===== config.mk =====
export PLATFORM = sky130hd
export DESIGN_NAME = cdb_arbiter
export DESIGN_NICKNAME = d
export VERILOG_FILES = /design/src/rtl/cdb_arbiter.sv
export SDC_FILE = /design/constraint.sdc
export NUM_CORES = 1
export LEC_CHECK = 0
export ABC_AREA = 1
export CORE_ASPECT_RATIO = 1.2
export CORE_UTILIZATION = 30
export DETAILED_ROUTE_END_ITERATION = 7
export PLACE_DENSITY = 0.48
export SYNTH_ARGS = -nofsm -noshare
export SYNTH_HDL_FRONTEND = slang
export SYNTH_SLANG_ARGS = --single-unit
export TNS_END_PERCENT = 20

===== constraint.sdc =====
create_clock -name clock -period 6.1 [get_ports clock]
set_clock_uncertainty 0.1 [all_clocks]
set_input_delay 1.525 -clock clock [delete_from_list [all_inputs] [get_ports clock]]
set_output_delay 1.525 -clock clock [all_outputs]
set_load 0.1 [all_outputs]

===== src/rtl/cdb_arbiter.sv =====
// rtl/cdb_arbiter.sv - round-robin common data bus arbiter with one-entry completion slots per unit
module cdb_arbiter #(
    parameter int NUM_FU = 5,
    parameter int TAG_W  = 6,
    parameter int SRC_W  = 3
) (
    input  logic                    clock,
    input  logic                    reset_n,
    input  logic                    flush,
    input  logic [NUM_FU-1:0]       fu_done_valid,
    input  logic [NUM_FU*TAG_W-1:0] fu_done_tag,
    output logic [NUM_FU-1:0]       fu_ready,
    output logic                    cdb_valid,
    output logic [TAG_W-1:0]        cdb_tag,
    output logic [SRC_W-1:0]        cdb_src
);

    logic [NUM_FU-1:0] slot_valid;
    logic [TAG_W-1:0]  slot_tag [NUM_FU];
    logic [SRC_W-1:0]  rr_ptr;

    logic [NUM_FU-1:0] grant;
    logic              win_found;
    logic [SRC_W-1:0]  win_idx;
    logic [TAG_W-1:0]  win_tag;

    // Position of the k-th candidate in the scan that starts at the pointer.
    function automatic int scan_pos(input logic [SRC_W-1:0] ptr, input int k);
        int s;
        s = int'(ptr) + k;
        return (s >= NUM_FU) ? (s - NUM_FU) : s;
    endfunction

    always_comb begin
        grant     = '0;
        win_found = 1'b0;
        win_idx   = '0;
        win_tag   = '0;
        for (int k = 0; k < NUM_FU; k++) begin
            for (int i = 0; i < NUM_FU; i++) begin
                if (!win_found && (i == scan_pos(rr_ptr, k)) && slot_valid[i]) begin
                    win_found = 1'b1;
                    grant[i]  = 1'b1;
                    win_idx   = SRC_W'(i);
                    win_tag   = slot_tag[i];
                end
            end
        end
    end

    // A slot that is draining this cycle can take a new result at the same edge.
    assign fu_ready = flush ? '0 : (~slot_valid | grant);

    always_ff @(posedge clock or negedge reset_n) begin
        if (!reset_n) begin
            slot_valid <= '0;
            for (int i = 0; i < NUM_FU; i++) begin
                slot_tag[i] <= '0;
            end
            rr_ptr    <= '0;
            cdb_valid <= 1'b0;
            cdb_tag   <= '0;
            cdb_src   <= '0;
        end else if (flush) begin
            slot_valid <= '0;
            cdb_valid  <= 1'b0;
        end else begin
            for (int i = 0; i < NUM_FU; i++) begin
                if (fu_done_valid[i] && fu_ready[i]) begin
                    slot_valid[i] <= 1'b1;
                    slot_tag[i]   <= fu_done_tag[i*TAG_W +: TAG_W];
                end else if (grant[i]) begin
                    slot_valid[i] <= 1'b0;
                end
            end
            cdb_valid <= win_found;
            if (win_found) begin
                cdb_tag <= win_tag;
                cdb_src <= win_idx;
                rr_ptr  <= (win_idx == SRC_W'(NUM_FU - 1)) ? '0 : win_idx + SRC_W'(1);
            end
        end
    end

endmodule


==> results.cfg, run 1 <==
[outcome]
outcome = finished, final reports clean

[setup_path]
reg2reg_depth = 25
max_stage_delay_ps = 420
cp_max_fo = 10
worst-path-buf-inv = 4
cp-end-kind = output port
start_kind = flop
crit_type = reg -> out
reg2reg_from = rr_ptr[1]$_DFFE_PN0P_
cp_top_family = simple AND/OR/NAND/NOR gates
r2r_slack_ps = 1660
crit_path_cell_trace = inv_1, ha_1, ha_1, inv_1, o21ai_0, nand2_1, nand2_1, clkinvlp_4, nand2_1, nand4_4, nor2_8, nand4_4, nor2_4, nand4_2, nor2_4, nand4_4, nor2_4, nand4_4, nor2_8, nand3_4, a31oi_2, buf_12
cpMaxStageDelayCell = dfrtp_2
cp_common_cell = nand4_4
critPathRequiredTime_ps = 4470
r2r-end = rr_ptr[1]$_DFFE_PN0P_
worstPathArrival_ps = 4160

[placement]
gp_congestion = 0.954
place_ws_ps = 369
dp_hpwl_um = 14300
io_buffers = 52

[routing]
vias_per_cell = 5.03
vias = 5395
drc_errors = 0
final_antenna_net_count = 0
drt-pass1-iter-count = 5
wl_per_cell_um = 16.6
drt_iter0_markers = 404
wl_um = 17800

[logic_synthesis]
synth_nets = 840
netlist_instances = 785
synth-edff-count = 0
synth_warnings = 0
async_flop_share_pct = 100
synth_area_per_cell_um2 = 6.45
synth_ff_type = dfrtp_1
synth_seq_cells = 48
syn_area_um2 = 5060
synth_seq_area_share_pct = 23.7
synth_cell_types = 42

[worst_hold_path]
min_from = cdb_tag[0]$_DFFE_PN0P_
worstHoldPathType = reg -> reg
worstHoldPathCells = 2
hold_end = cdb_tag[0]$_DFFE_PN0P_

[cts]
clock_sinks = 48
clk-insertion-delay-late_ps = 310
cts_tree = yes
clkTransAtPathRegs_ps = 70
cts_made_buffers = 5
clock-root-buffer = clkbuf_16
cts_max_path_buffers = 2
htree_num_levels = 2

[floorplan]
die-area_um2 = 17400
num_rows = 51
ioPinCount = 53
die_h_um = 144
initial_utilization_pct = 31.0
die-width_um = 121
core_area_um2 = 16300

[finish]
area_growth_pct = 22.5
nets = 915
num-fill-cells = 1800
drive_above_1_share_pct = 16.5
multi_input_area_um2 = 3320
ff_latch_area_um2 = 1200
diodes = 0

[timing]
finalSetupViolations = 0
fin_crit_ps = 5790
worst_pin_slew_ps = 981
fmax_ghz = 0.173
final_max_slew_viol_count = 0
setup_slack_ps = 313
fin_crit_sh_pct = 94.9
timing.slew.headroom_pct = 34.4
final_hold_viol_count = 0

[global_route]
grt_pass1_vias = 5088
grt_start_max_net_pins = 49
overflow = 0
grt_use_total_pct = 21.2
antenna_found_initial = 0
grt_pass1_wl_um = 28000

[job]
drv_cap = 0
-- worst register-to-register path: cells and delay by family, from the launching register on --
family / cells / cell delay (ps)
buffers and inverters: 5 / 640
AO/OA/AOI/OAI: 2 / 160
adder cells (fa/ha/maj): 2 / 520
flip-flops: 1 / 420
AND/OR/NAND/NOR: 16 / 2490
-- cells in the mapped netlist (2+ instances only) --
cell type | instances | area (um2)
nand2_1 | 178 | 668
nor2_1 | 116 | 435
inv_1 | 114 | 428
nand3_1 | 105 | 526
dfrtp_1 | 48 | 1200
nand4_1 | 45 | 282
ha_1 | 16 | 200
nor2_2 | 15 | 93.8
a21oi_2 | 13 | 114
nand2_2 | 13 | 81.3
o21ai_0 | 13 | 65.1
a21oi_1 | 11 | 55.1
nand3_2 | 11 | 110
nor3_1 | 8 | 40.0
nor4_1 | 7 | 43.8
buf_6 | 6 | 67.6
o21ai_1 | 6 | 30.0
o21ai_2 | 6 | 52.6
inv_2 | 5 | 18.8
nand4_4 | 5 | 106
nor2_4 | 5 | 56.3
a31oi_1 | 4 | 25.0
buf_2 | 3 | 15.0
buf_4 | 3 | 22.5
nand2_4 | 3 | 33.8
nand3_4 | 3 | 52.6
xor2_1 | 3 | 26.3
clkbuf_1 | 2 | 7.51
nand4_2 | 2 | 25.0
nor2_8 | 2 | 40.0
nor3_2 | 2 | 20.0
o31ai_1 | 2 | 15.0
-- sequential cells by signal, indices dropped and copies added (netlist names) --
register and count:
cdb_src 3, cdb_tag 6, cdb_valid 1, rr_ptr 3, slot_tag 30, slot_valid 5
-- timing repair --
| item | in CTS | in global routing |
|---|---|---|
| gates resized for setup | 0 | 8 |
| setup buffers | 0 | 7 |
| endpoints found under the setup margin | 0 | 5 |
| hold buffers | 0 | 0 |
-- stage by stage --
stage	cell area (um2)	cells	utilization (%)	hold slack (ps)	setup TNS [ps]
after floorplan	5070	785	-	386	-932
after CTS	6110	1066	37.4	385	0
after global routing	6200	1073	37.9	410	-2.89
after global placement	5960	1058	36.5	367	0
final	6200	1073	37.9	381	0
after detailed placement	5960	1058	36.5	367	0
-- layout by cell type (no fill, tap or decap), types with 6 or more instances in the layout --
| cell | instances |
|---|---|
| inv_2 | 6 |
| o21ai_2 | 6 |
| nand2_2 | 13 |
| nand3_2 | 11 |
| nor2_1 | 116 |
| a21oi_2 | 13 |
| nor2_2 | 15 |
| nor4_1 | 7 |
| a21oi_1 | 11 |
| dfrtp_1 | 47 |
| clkdlybuf4s50_1 | 46 |
| nand4_1 | 45 |
| o21ai_0 | 13 |
| nand2_1 | 178 |
| buf_4 | 31 |
| ha_1 | 16 |
| nor3_1 | 8 |
| inv_1 | 112 |
| nand3_1 | 105 |
| o21ai_1 | 6 |
-- cell type report --
cell class / instances / area share [%]
clock buffer: 6 / 2.24
clock inverter: 2 / 0.222
inverter: 120 / 7.37
multi-input combinational: 602 / 53.6
sequential: 48 / 19.4
tap: 212 / 4.28
timing repair buffer: 83 / 12.9
-- metal layers --
metal | vias up | track usage (%) | wire length [um] | part of all wire (%)
met2 | 154 | 37.2 | 8800 | 50
li1 | 2720 | - | - | -
met4 | 0 | 8.58 | 575 | 3.2
met3 | 38 | 2.25 | 672 | 3.8
met5 | - | 0 | 0 | 0
met1 | 2483 | 26.6 | 7720 | 43
-- cells by family (layout without fill, tap and decap cells) --
logic type               after synthesis  in the layout  share of synthesized area (%)
adder cells (fa/ha/maj)               17             17                           4.35
XOR/XNOR                               3              3                          0.519
AO/OA/AOI/OAI                         60             60                           7.94
AND/OR/NAND/NOR                      522            522                           52.2
buffers and inverters                135            211                           11.2
flip-flops                            48             48                           23.7
-- worst max-delay path by stage --
stage	end	slack (ps)	cells after the start	start
3_5_place_dp	fu_ready[3]	370	22	rr_ptr[1]$_DFFE_PN0P_
3_3_place_gp	fu_ready[3]	410	22	rr_ptr[1]$_DFFE_PN0P_
4_1_cts	fu_ready[3]	9	22	rr_ptr[1]$_DFFE_PN0P_
2_1_floorplan	fu_ready[3]	-330	21	rr_ptr[1]$_DFFE_PN0P_
6_report	fu_ready[3]	310	22	rr_ptr[1]$_DFFE_PN0P_
5_1_grt	fu_ready[4]	-3	24	rr_ptr[0]$_DFFE_PN0P_
Power of run 1 is left out: the tool's default activity adds up to more than one toggle a clock period on the data nets, which glitch-free logic cannot reach.
==> inputs of run 2 (changes only) <==
Settings changed: CTS_BUF_LIST from default to sky130_fd_sc_hd__clkbuf_4 sky130_fd_sc_hd__clkbuf_8.
==> run 2 against run 1 <==
- clock-buffer cell count unchanged
- first-iteration DRC count down 2.2%
- wire length down 0.20%
- register-to-register slack about the same
- global-route usage about the same
- via count down 0.48%
- fmax down 0.72%
- sequential share of layout area up 0.17 points
- die area unchanged
- hold slack better by 6.6 ps
- cell area down 0.89%
- utilization down 0.34 points
- critical path type unchanged
- critical endpoint unchanged
- highest routed layer unchanged
==> results.cfg, run 2 (synthesis results as in run 1) <==
[outcome]
outcome = finished, final reports clean

[cts]
htree_num_levels = 2
cts_max_path_buffers = 2
clk-insertion-delay-late_ps = 340
hold_buffers = 0
clock_sinks = 48
cts_made_buffers = 5
clkTransAtPathRegs_ps = 110
clock-root-buffer = clkbuf_8
cts_tree = yes

[finish]
num-fill-cells = 1804
multi_input_area_um2 = 3330
diodes = 0
drive_above_1_share_pct = 16.5
largest_register_ff_count = 30
area_growth_pct = 21.4
final_common_cell = nand2_1
ff_latch_area_um2 = 1200
nets = 914
regMostFlops = slot_tag
mostFrequentLayoutCells = nand2_1 (178), nor2_1 (116), inv_1 (111), nand3_1 (105), dfrtp_1 (47)
top_regs = slot_tag: 30 flops, cdb_tag: 6 flops, slot_valid: 5 flops

[timing]
worst_pin_slew_ps = 981
final_hold_viol_count = 0
timing.slew.headroom_pct = 34.4
final_max_slew_viol_count = 0
fin_crit_sh_pct = 95.6
grt_setup_unrepaired = true
fin_crit_ps = 5830
fmax_ghz = 0.172
whs_ps = 388
finalSetupViolations = 0

[setup_path]
critPathRequiredTime_ps = 4470
r2r-end = rr_ptr[1]$_DFFE_PN0P_
start_kind = flop
reg2reg_depth = 25
crit_type = reg -> out
cp-end-kind = output port
r2r_slack_ps = 1670
reg2reg_from = rr_ptr[1]$_DFFE_PN0P_
cp_max_fo = 10
worstPathArrival_ps = 4200

[placement]
io_buffers = 52
dp_hpwl_um = 14300
gp_congestion = 0.954

[worst_hold_path]
worstHoldPathCells = 2
min_from = cdb_tag[0]$_DFFE_PN0P_
worstHoldPathType = reg -> reg
hold_end = cdb_tag[0]$_DFFE_PN0P_

[floorplan]
die_h_um = 144
initial_utilization_pct = 31.0
ioPinCount = 53
core_area_um2 = 16300
num_rows = 51
die-area_um2 = 17400
die-width_um = 121

[routing]
drt_iter0_markers = 395
drt-pass1-iter-count = 5
vias = 5369
final_antenna_net_count = 0
vias_per_cell = 5.01
wl_per_cell_um = 16.5
drc_errors = 0
wl_um = 17700

[global_route]
grt_use_total_pct = 21.3
grt_pass1_vias = 5087
antenna_found_initial = 0
grt_start_max_net_pins = 49
grt_pass1_wl_um = 28000
overflow = 0

[job]
drv_cap = 0
## run 2: what timing repair did
action | 4_1_cts | 5_1_grt
pin swaps | 0 | 1
endpoints found under the setup margin | 1 | 5
resized for setup | 1 | 9
setup buffers | 0 | 6
## run 2: worst max path at each step
stage / end / cells after the start / from
global placement: fu_ready[3] / 22 / rr_ptr[1]$_DFFE_PN0P_
floorplan: fu_ready[3] / 21 / rr_ptr[1]$_DFFE_PN0P_
global route: fu_ready[3] / 22 / rr_ptr[1]$_DFFE_PN0P_
detailed placement: fu_ready[3] / 22 / rr_ptr[1]$_DFFE_PN0P_
finish: fu_ready[3] / 22 / rr_ptr[1]$_DFFE_PN0P_
CTS: fu_ready[3] / 22 / rr_ptr[1]$_DFFE_PN0P_
## run 2: area by class of cell
type | count | share of cell area (%)
multi-input combinational | 602 | 54.2
sequential | 48 | 19.6
timing repair buffer | 82 | 12.9
inverter | 120 | 7.43
tap | 212 | 4.32
clock buffer | 6 | 1.34
clock inverter | 2 | 0.224
## run 2: worst max-delay path, stage by stage (launching register included)
cell        delay [ps]
dfrtp_2            430
inv_1               70
ha_1               210
ha_1               310
inv_1              100
o21ai_0             90
nand2_1            120
nand2_1            120
clkinvlp_4         120
nand2_1            130
nand4_4            140
nor2_8             180
nand4_4            150
nor2_4             130
nand4_2            120
nor2_4             190
nand4_4            140
nor2_4             180
nand4_4            140
nor2_8             220
nand3_4            120
a31oi_2            230
buf_12             210
## run 2: metrics by stage
step | worst slack (ps) | setup TNS (ps) | std cells | cell area [um2] | utilization (%)
floorplan | -330 | -932 | 785 | 5070 | -
global placement | 412 | 0 | 1058 | 5960 | 36.5
detailed placement | 369 | 0 | 1058 | 5960 | 36.5
CTS | 56.7 | 0 | 1066 | 6060 | 37.1
global route | -44.8 | -122 | 1072 | 6140 | 37.6
finish | 271 | 0 | 1072 | 6140 | 37.6
## run 2: metal layers
metal  global-route usage (%)  up-vias  wire [um]
met2                     37.2      144       8840
met5                        0        -          0
met4                     8.58        0        617
li1                         -     2720          -
met1                     26.6     2461       7750
met3                     2.25       44        521
Power of run 2 is left out for the same reason.
==> inputs of run 3 (changes only) <==
Settings changed: PLACE_DENSITY 0.48 to default.
==> run 3 against run 2 <==
- final cell count shrank 0.28%
- worst setup slack improved by 41 ps
- fmax increased by 0.71%
- register-to-register slack lost 190 ps
- sequential share of layout area shrank 0.056 points
- clock-buffer cell count grew 1
- critical path depth unchanged
- die area stayed put
==> results.cfg, run 3 (synthesis results as in run 1) <==
[outcome]
outcome = finished, final reports clean

[global_route]
grt_start_max_net_pins = 49
grt_use_total_pct = 21.9
antenna_found_initial = 0
grt_pass1_wl_um = 28700
grt_pass1_vias = 5222
overflow = 0

[job]
drv_cap = 0

[cts]
clk-insertion-delay-late_ps = 310
cts_made_buffers = 5
clkTransAtPathRegs_ps = 90
clock_sinks = 48
cts_max_path_buffers = 2
htree_num_levels = 2
clock-root-buffer = clkbuf_8
cts_tree = yes
hold_buffers = 0

[floorplan]
die_h_um = 144
num_rows = 51
core_area_um2 = 16300
ioPinCount = 53
initial_utilization_pct = 31.0
die-area_um2 = 17400
die-width_um = 121

[routing]
wl_um = 18300
drt_iter0_markers = 348
vias = 5405
drt-pass1-iter-count = 7
drc_errors = 0
final_antenna_net_count = 0
vias_per_cell = 5.06
wl_per_cell_um = 17.1

[setup_path]
worst-path-buf-inv = 4
critPathRequiredTime_ps = 4470
crit_type = reg -> out
cp_common_cell = nand4_4
cp-end-kind = output port
crit_path_cell_trace = inv_1, ha_1, ha_1, inv_1, o21ai_0, nand2_1, nand2_1, inv_1, nand2_2, nand4_4, nor2_8, nand4_4, nor2_4, nand4_2, nor2_4, nand4_4, nor2_4, nand4_4, nor2_8, nand2_2, a31oi_4, buf_12
start_kind = flop
cp_top_family = simple AND/OR/NAND/NOR gates
cp_max_fo = 12
cpMaxStageDelayCell = dfrtp_2
worstPathArrival_ps = 4160
max_stage_delay_ps = 410

[finish]
area_growth_pct = 21.7
layoutNonFillerInstCount = 1069
mostFrequentLayoutCells = nand2_1 (177), nor2_1 (115), inv_1 (114), nand3_1 (105), dfrtp_1 (47)
nets = 911
top_regs = slot_tag: 30 flops, cdb_tag: 6 flops, slot_valid: 5 flops
regMostFlops = slot_tag
finalInstanceArea_um2 = 6160
drive_above_1_share_pct = 16.1
final_common_cell = nand2_1
final_util_pct = 37.7
largest_register_ff_count = 30
diodes = 0

[placement]
gp_congestion = 1.02
place_ws_ps = 258
place_inst = 1054
io_buffers = 52
dp_hpwl_um = 14600
dpl_cell_area_um2 = 5930

[timing]
final_hold_viol_count = 0
fmax_ghz = 0.173
timing.slew.headroom_pct = 28.8
finalSetupViolations = 0
fin_crit_ps = 5790
worst_pin_slew_ps = 1070
setup_slack_ps = 312
final_max_slew_viol_count = 0
fin_crit_sh_pct = 94.9
grt_setup_unrepaired = true

[worst_hold_path]
worstHoldPathType = reg -> reg
[run 3: area by class of cell]
class | instances | area [um2]
clock buffers | 7 | 96.3
well taps | 212 | 265
repair buffers | 79 | 768
clock inverters | 1 | 30.0
fillers | 1814 | 10200
inverters | 120 | 453
multi-input cells | 602 | 3350
flip-flops and latches | 48 | 1200
[run 3: per-stage QoR]
stage	hold WS (ps)	setup TNS (ps)
2_1_floorplan	386	-932
3_3_place_gp	367	0
3_5_place_dp	368	0
4_1_cts	393	0
5_1_grt	417	-96.1
6_report	387	0
[run 3: timing repair]
action / 4_1_cts / 5_1_grt
pin swaps: 0 / 2
endpoints found under the hold margin: 0 / 0
buffers inserted: 0 / 7
setup endpoints to repair: 2 / 5
resized for setup: 2 / 8
[run 3: path summary, 6_finish.rpt]
| path | from | endpoint | slack (ps) | cells after the start |
|---|---|---|---|---|
| setup / recovery | rr_ptr[1]$_DFFE_PN0P_ | fu_ready[2] | 310 | 22 |
| hold / removal | cdb_tag[5]$_DFFE_PN0P_ | cdb_tag[5]$_DFFE_PN0P_ | 390 | 2 |
| setup reg to reg | rr_ptr[1]$_DFFE_PN0P_ | rr_ptr[2]$_DFFE_PN0P_ | 1480 | 26 |
| hold reg to reg | cdb_tag[5]$_DFFE_PN0P_ | cdb_tag[5]$_DFFE_PN0P_ | 390 | 2 |
| max in group asynchronous | reset_n | rr_ptr[1]$_DFFE_PN0P_ | 3880 | 1 |
| min in group asynchronous | reset_n | cdb_tag[2]$_DFFE_PN0P_ | 1310 | 1 |
[run 3: worst register-to-register path: cells and delay by family (launching register included)]
| family | cells | cell delay [ps] |
|---|---|---|
| DFF | 1 | 410 |
| adders and majority gates | 2 | 560 |
| and+or+nand+nor | 16 | 2330 |
| AOI/OAI and AO/OA | 1 | 400 |
| buffers and inverters | 7 | 710 |
[run 3: routing by layer]
layer | vias to the layer above | share of wire, % | GRT usage, % | wire (um)
li1 | 2702 | - | - | -
met1 | 2458 | 42 | 26.5 | 7610
met2 | 194 | 48 | 37.4 | 8720
met3 | 51 | 5.6 | 2.37 | 1030
met4 | 0 | 5.1 | 13.0 | 942
met5 | - | 0 | 0 | 0
Power of run 3 is left out for the same reason.
==> RTL change 1, RTL diff (settings of run 3) <==
Reset style: synchronous (`reset_n`), changed in one clocked block.
--- a/src/rtl/cdb_arbiter.sv
+++ b/src/rtl/cdb_arbiter.sv
@@ -51,7 +51,7 @@
     // A slot that is draining this cycle can take a new result at the same edge.
     assign fu_ready = flush ? '0 : (~slot_valid | grant);
 
-    always_ff @(posedge clock or negedge reset_n) begin
+    always_ff @(posedge clock) begin
         if (!reset_n) begin
             slot_valid <= '0;
             for (int i = 0; i < NUM_FU; i++) begin
Behaviour: differs if reset_n is asserted again (counterexample within 4 cycles, from zero or initial values and one cycle with reset_n low); with reset_n held inactive, the same outputs for 4 cycles.
==> RTL change 1 against run 3 <==
Synthesized area is 3.7% lower. Worst setup slack better by 0.022 ns. Final area is 5.7% lower. Cell count is 1.1% lower. Wire length is 12% lower. Critical path type unchanged. Largest cell class unchanged. Highest routed layer unchanged. Sequential cell count stayed put. Die area is 3.6% lower.
==> RTL change 1: results (changes against run 3) <==
stage;metric;value;unit;change
run_status;status;complete, no violations;;
finish;# diodes;0;;unchanged
power;clock power share;0.088;;
synth;syn_nets;841;;+0.12%
worst_setup_path;crit path DAT;4.14;ns;-0.02 ns
synth;syn avg cell area;6.19;um^2;-4.1%
detailed_routing;met2 wire len;8.07;mm;-7.5%
global_routing;met3 usage;0.0189;;-0.00477
worst_setup_path;flop2flop setup slack;1.41;ns;-0.07 ns
worst_setup_path;RR Startpoint;rr_ptr[0];;
placement;DP Cell Count;1048;;-0.57%
synth;sequential cell area fraction in the yosys report;0.259;;+0.0214
synth;Post-synth ARST share;0;;-1.00
detailed_routing;Avg WL per Cell;15.2;um;-11%
placement;HPWL after DPL;13.2;mm;-9.4%
worst_setup_path;CP max stage delay;0.33;ns;-0.08 ns
detailed_routing;met1 WL;6.65;mm;-13%
synth;EDFF count, synth;30;;+30
timing;final worst slack;0.335;ns;+0.0225 ns
synth;top_reg_cell synth;edfxtp_1;;
synth;Synth cell types;38;;-9.5%
global_routing;first-pass GRT wire length;25.1;mm;-13%
worst_setup_path;CP Max Fanout;9;;-3
placement;Placer Congestion;1.00;;-2.2%
detailed_routing;WL met3;541;um;-48%
detailed_routing;DRT iter0 DRCs;374;;+7.5%
global_routing;GRT Util Overall;0.195;;-0.0240
worst_setup_path;RR Endpoint;slot_tag[0][9];;
global_routing;M1 GR Usage;0.227;;-0.0371
timing;Slew HR;0.291;;+0.00268
placement;Place WS;0.581;ns;+0.324 ns
global_routing;GRT met2 Usage;0.347;;-0.0271
global_routing;vias in the first global route;4818;;-7.7%
finish;Filler Cells Inserted;1791;;-1.3%
synth;largest cells by area after synthesis;edfxtp_1 18%, nand2_1 15%, inv_1 11%, nor2_1 10%, dfxtp_1 7.4%;;
finish;fin nets;901;;-1.1%
worst_setup_path;slowest stage cell, crit path;dfxtp_1;;
detailed_routing;via count;5062;;-6.3%
worst_setup_path;R2R depth;24;;-7.7%
worst_hold_path;worst hold start;cdb_tag[1];;
finish;final std cells w/o fill;1057;;-1.1%
cts;# resized after CTS;0;;-2
synth;most frequent cells after synthesis;199 x nand2_1, 137 x inv_1, 136 x nor2_1, 66 x nand3_1, 30 x edfxtp_1;;
[RTL change 1: logic make-up (layout without fill, tap and decap cells)]
group | count (synthesis) | after routing | synth area share
and+or+nand+nor | 517 | 517 | 0.512
buffers and inverters | 149 | 210 | 0.122
DFF | 48 | 48 | 0.259
adders and majority gates | 15 | 15 | 0.0400
xor gates and xnor gates | 3 | 3 | 0.00539
AOI/OAI and AO/OA | 56 | 56 | 0.0626
[RTL change 1: layout make-up]
type,instances,area (um^2),area share
Inverter,142,533,0.0917
Timing Repair Buffer,60,631,0.109
Tap cell,208,260,0.0448
Clock buffer,5,68.8,0.0118
Clock inverter,3,18.8,0.00323
Sequential cell,48,1260,0.217
Multi-Input combinational cell,591,3040,0.522
[RTL change 1: metrics by stage]
stage                     hold WS (ns)  area, um^2
final                            0.374        5810
after global routing             0.400        5810
after CTS                        0.376        5790
after detailed placement         0.360        5700
after global placement           0.356        5700
after floorplan                  0.412        4880
==> RTL change 2, RTL diff (flow settings as in run 3) <==
Without the edit above. `NUM_FU`: 5 -> 10.
--- a/src/rtl/cdb_arbiter.sv
+++ b/src/rtl/cdb_arbiter.sv
@@ -1,6 +1,6 @@
 // rtl/cdb_arbiter.sv - round-robin common data bus arbiter with one-entry completion slots per unit
 module cdb_arbiter #(
-    parameter int NUM_FU = 5,
+    parameter int NUM_FU = 10,
     parameter int TAG_W  = 6,
     parameter int SRC_W  = 3
 ) (
Interface: changed (resized fu_done_tag, fu_done_valid and fu_ready); port bits go from 53 to 93. No check against the original RTL was run, so the function may have changed too.
==> RTL change 2 against run 3 <==
Synthesized area increased to 2.6 times the old value. Final area increased to 3.5 times the old value. Worst setup slack got worse by 4.4 ns. Sequential cell count increased by 35. The flow now finishes with violations (setup timing). Wire length increased to 6.4 times the old value. Non-clock buffer count increased by 794. Count of clock-buffer cells in the layout increased by 3.
Power is not shown: default switching activity piles up to over one toggle a cycle in this logic, so the estimate is an artifact.
==> RTL change 2: results (changes against run 3) <==
stage;metric;value;unit;change
run_status;status;finished, violations left;;
run_status;violated checks;setup timing;;
detailed_routing;met2 wire len;48.1;mm;+450%
detailed_routing;WL met3;15.0;mm;+1400%
timing;Tightest Pin Transition;1.25;ns;+0.186 ns
detailed_routing;routed vias/inst;5.98;;+18%
cts;Inserted Clock Buffers;9;;+4
detailed_routing;met1 WL;39.5;mm;+420%
placement;HPWL after DPL;91.9;mm;+530%
detailed_routing;DRT iter0 DRCs;3096;;+790%
placement;IO buf count;92;;+77%
cts;Setup Fix Bufs, Post-CTS;54;;+54
worst_setup_path;CP max stage delay;0.41;ns;about the same
worst_setup_path;crit path DAT;8.61;ns;+4.45 ns
cts;clk_lat worst skew;0.47;ns;+0.16 ns
synth;syn_nets;2484;;+200%
detailed_routing;top routing layer in use;met5;;
synth;largest cells by area after synthesis;dfrtp_1 16%, nand2_1 16%, nor2_1 14%, inv_1 10%, nand3_1 8.9%;;
global_routing;first-pass GRT wire length;159;mm;+450%
finish;fin nets;3293;;+260%
global_routing;vias in the first global route;21627;;+310%
synth;sequential cell area fraction in the yosys report;0.160;;-0.0776
worst_setup_path;CP Max Fanout;5;;-7
worst_setup_path;RR Endpoint;slot_valid[1];;
timing;Min Hold Slack;0.398;ns;+0.0115 ns
cts;htree depth;3;;+1
worst_setup_path;R2R depth;84;;+220%
timing;final setup violation count;93;;+93
synth;most frequent cells after synthesis;551 x nand2_1, 468 x nor2_1, 352 x inv_1, 232 x nand3_1, 169 x nand4_1;;
global_routing;GRT met2 Usage;0.776;;+0.402
synth;Synth cell types;48;;+14%
placement;Placer Congestion;1.20;;+17%
global_routing;M1 GR Usage;0.574;;+0.309
worst_hold_path;Hold WC Path Type;reg -> reg;;
finish;fraction of layout cells with a size suffix above 1;0.326;;+0.165
global_routing;met3 usage;0.198;;+0.175
timing;final worst slack;-4.13;ns;-4.45 ns
global_routing;initial antenna violation count;8;;+8
cts;# resized after CTS;137;;+135
worst_setup_path;Critical Path Sink;fu_ready[9];;
detailed_routing;Post-Route WL;117;mm;+540%
finish;Largest regs;slot_tag (60), slot_valid (10), cdb_tag (6);;
global_routing;pin count of the biggest net entering global routing;43;;-12%
[RTL change 2: cell count changes in the layout (fill, tap and decap cells not counted), sizes merged, moves of 35 or more]
cell	delta
dfrtp	+35
nand3	+119
nand2	+363
a21oi	+61
inv	+239
clkdlybuf4s50	+35
o21ai	+41
nor3	+125
nand4	+139
nor2	+356
buf	+759
[RTL change 2: through the flow]
stage	std cells	setup WS (ns)	area [um^2]	utilization	TNS (ns)
4_1_cts	3736	-4.02	21100	0.494	-224.46
3_3_place_gp	3667	-3.51	20000	0.467	-211.98
2_1_floorplan	2385	-4.33	13200	-	-265.91
3_5_place_dp	3667	-3.79	20000	0.467	-234.06
6_report	3756	-4.13	21500	0.502	-239.58
5_1_grt	3751	-4.57	21500	0.502	-282.44
[RTL change 2: critical path, delay by kind of cell, from the launching register on]
family | cells | cell delay (ns)
simple gates | 49 | 6.03
buf+inv | 7 | 0.69
fa+ha+maj | 3 | 0.57
flops | 1 | 0.41
compound gates | 2 | 0.38
[RTL change 2: final cells by class]
class                   count  area [um^2]
diodes                      5         12.5
clock buffers              10          138
clock inverters             6         72.6
fillers                  4446        21300
inverters                 365         1390
multi-input cells        1862         9970
flip-flops and latches     83         2080
well taps                 552          691
repair buffers            873         7120
[RTL change 2: logic make-up after synthesis]
| logic type | after synthesis | share of synthesized area |
|---|---|---|
| fa+ha+maj | 26 | 0.0250 |
| xor+xnor | 4 | 0.00269 |
| simple gates | 1659 | 0.601 |
| buf+inv | 440 | 0.137 |
| flops | 83 | 0.160 |
| compound gates | 173 | 0.0749 |
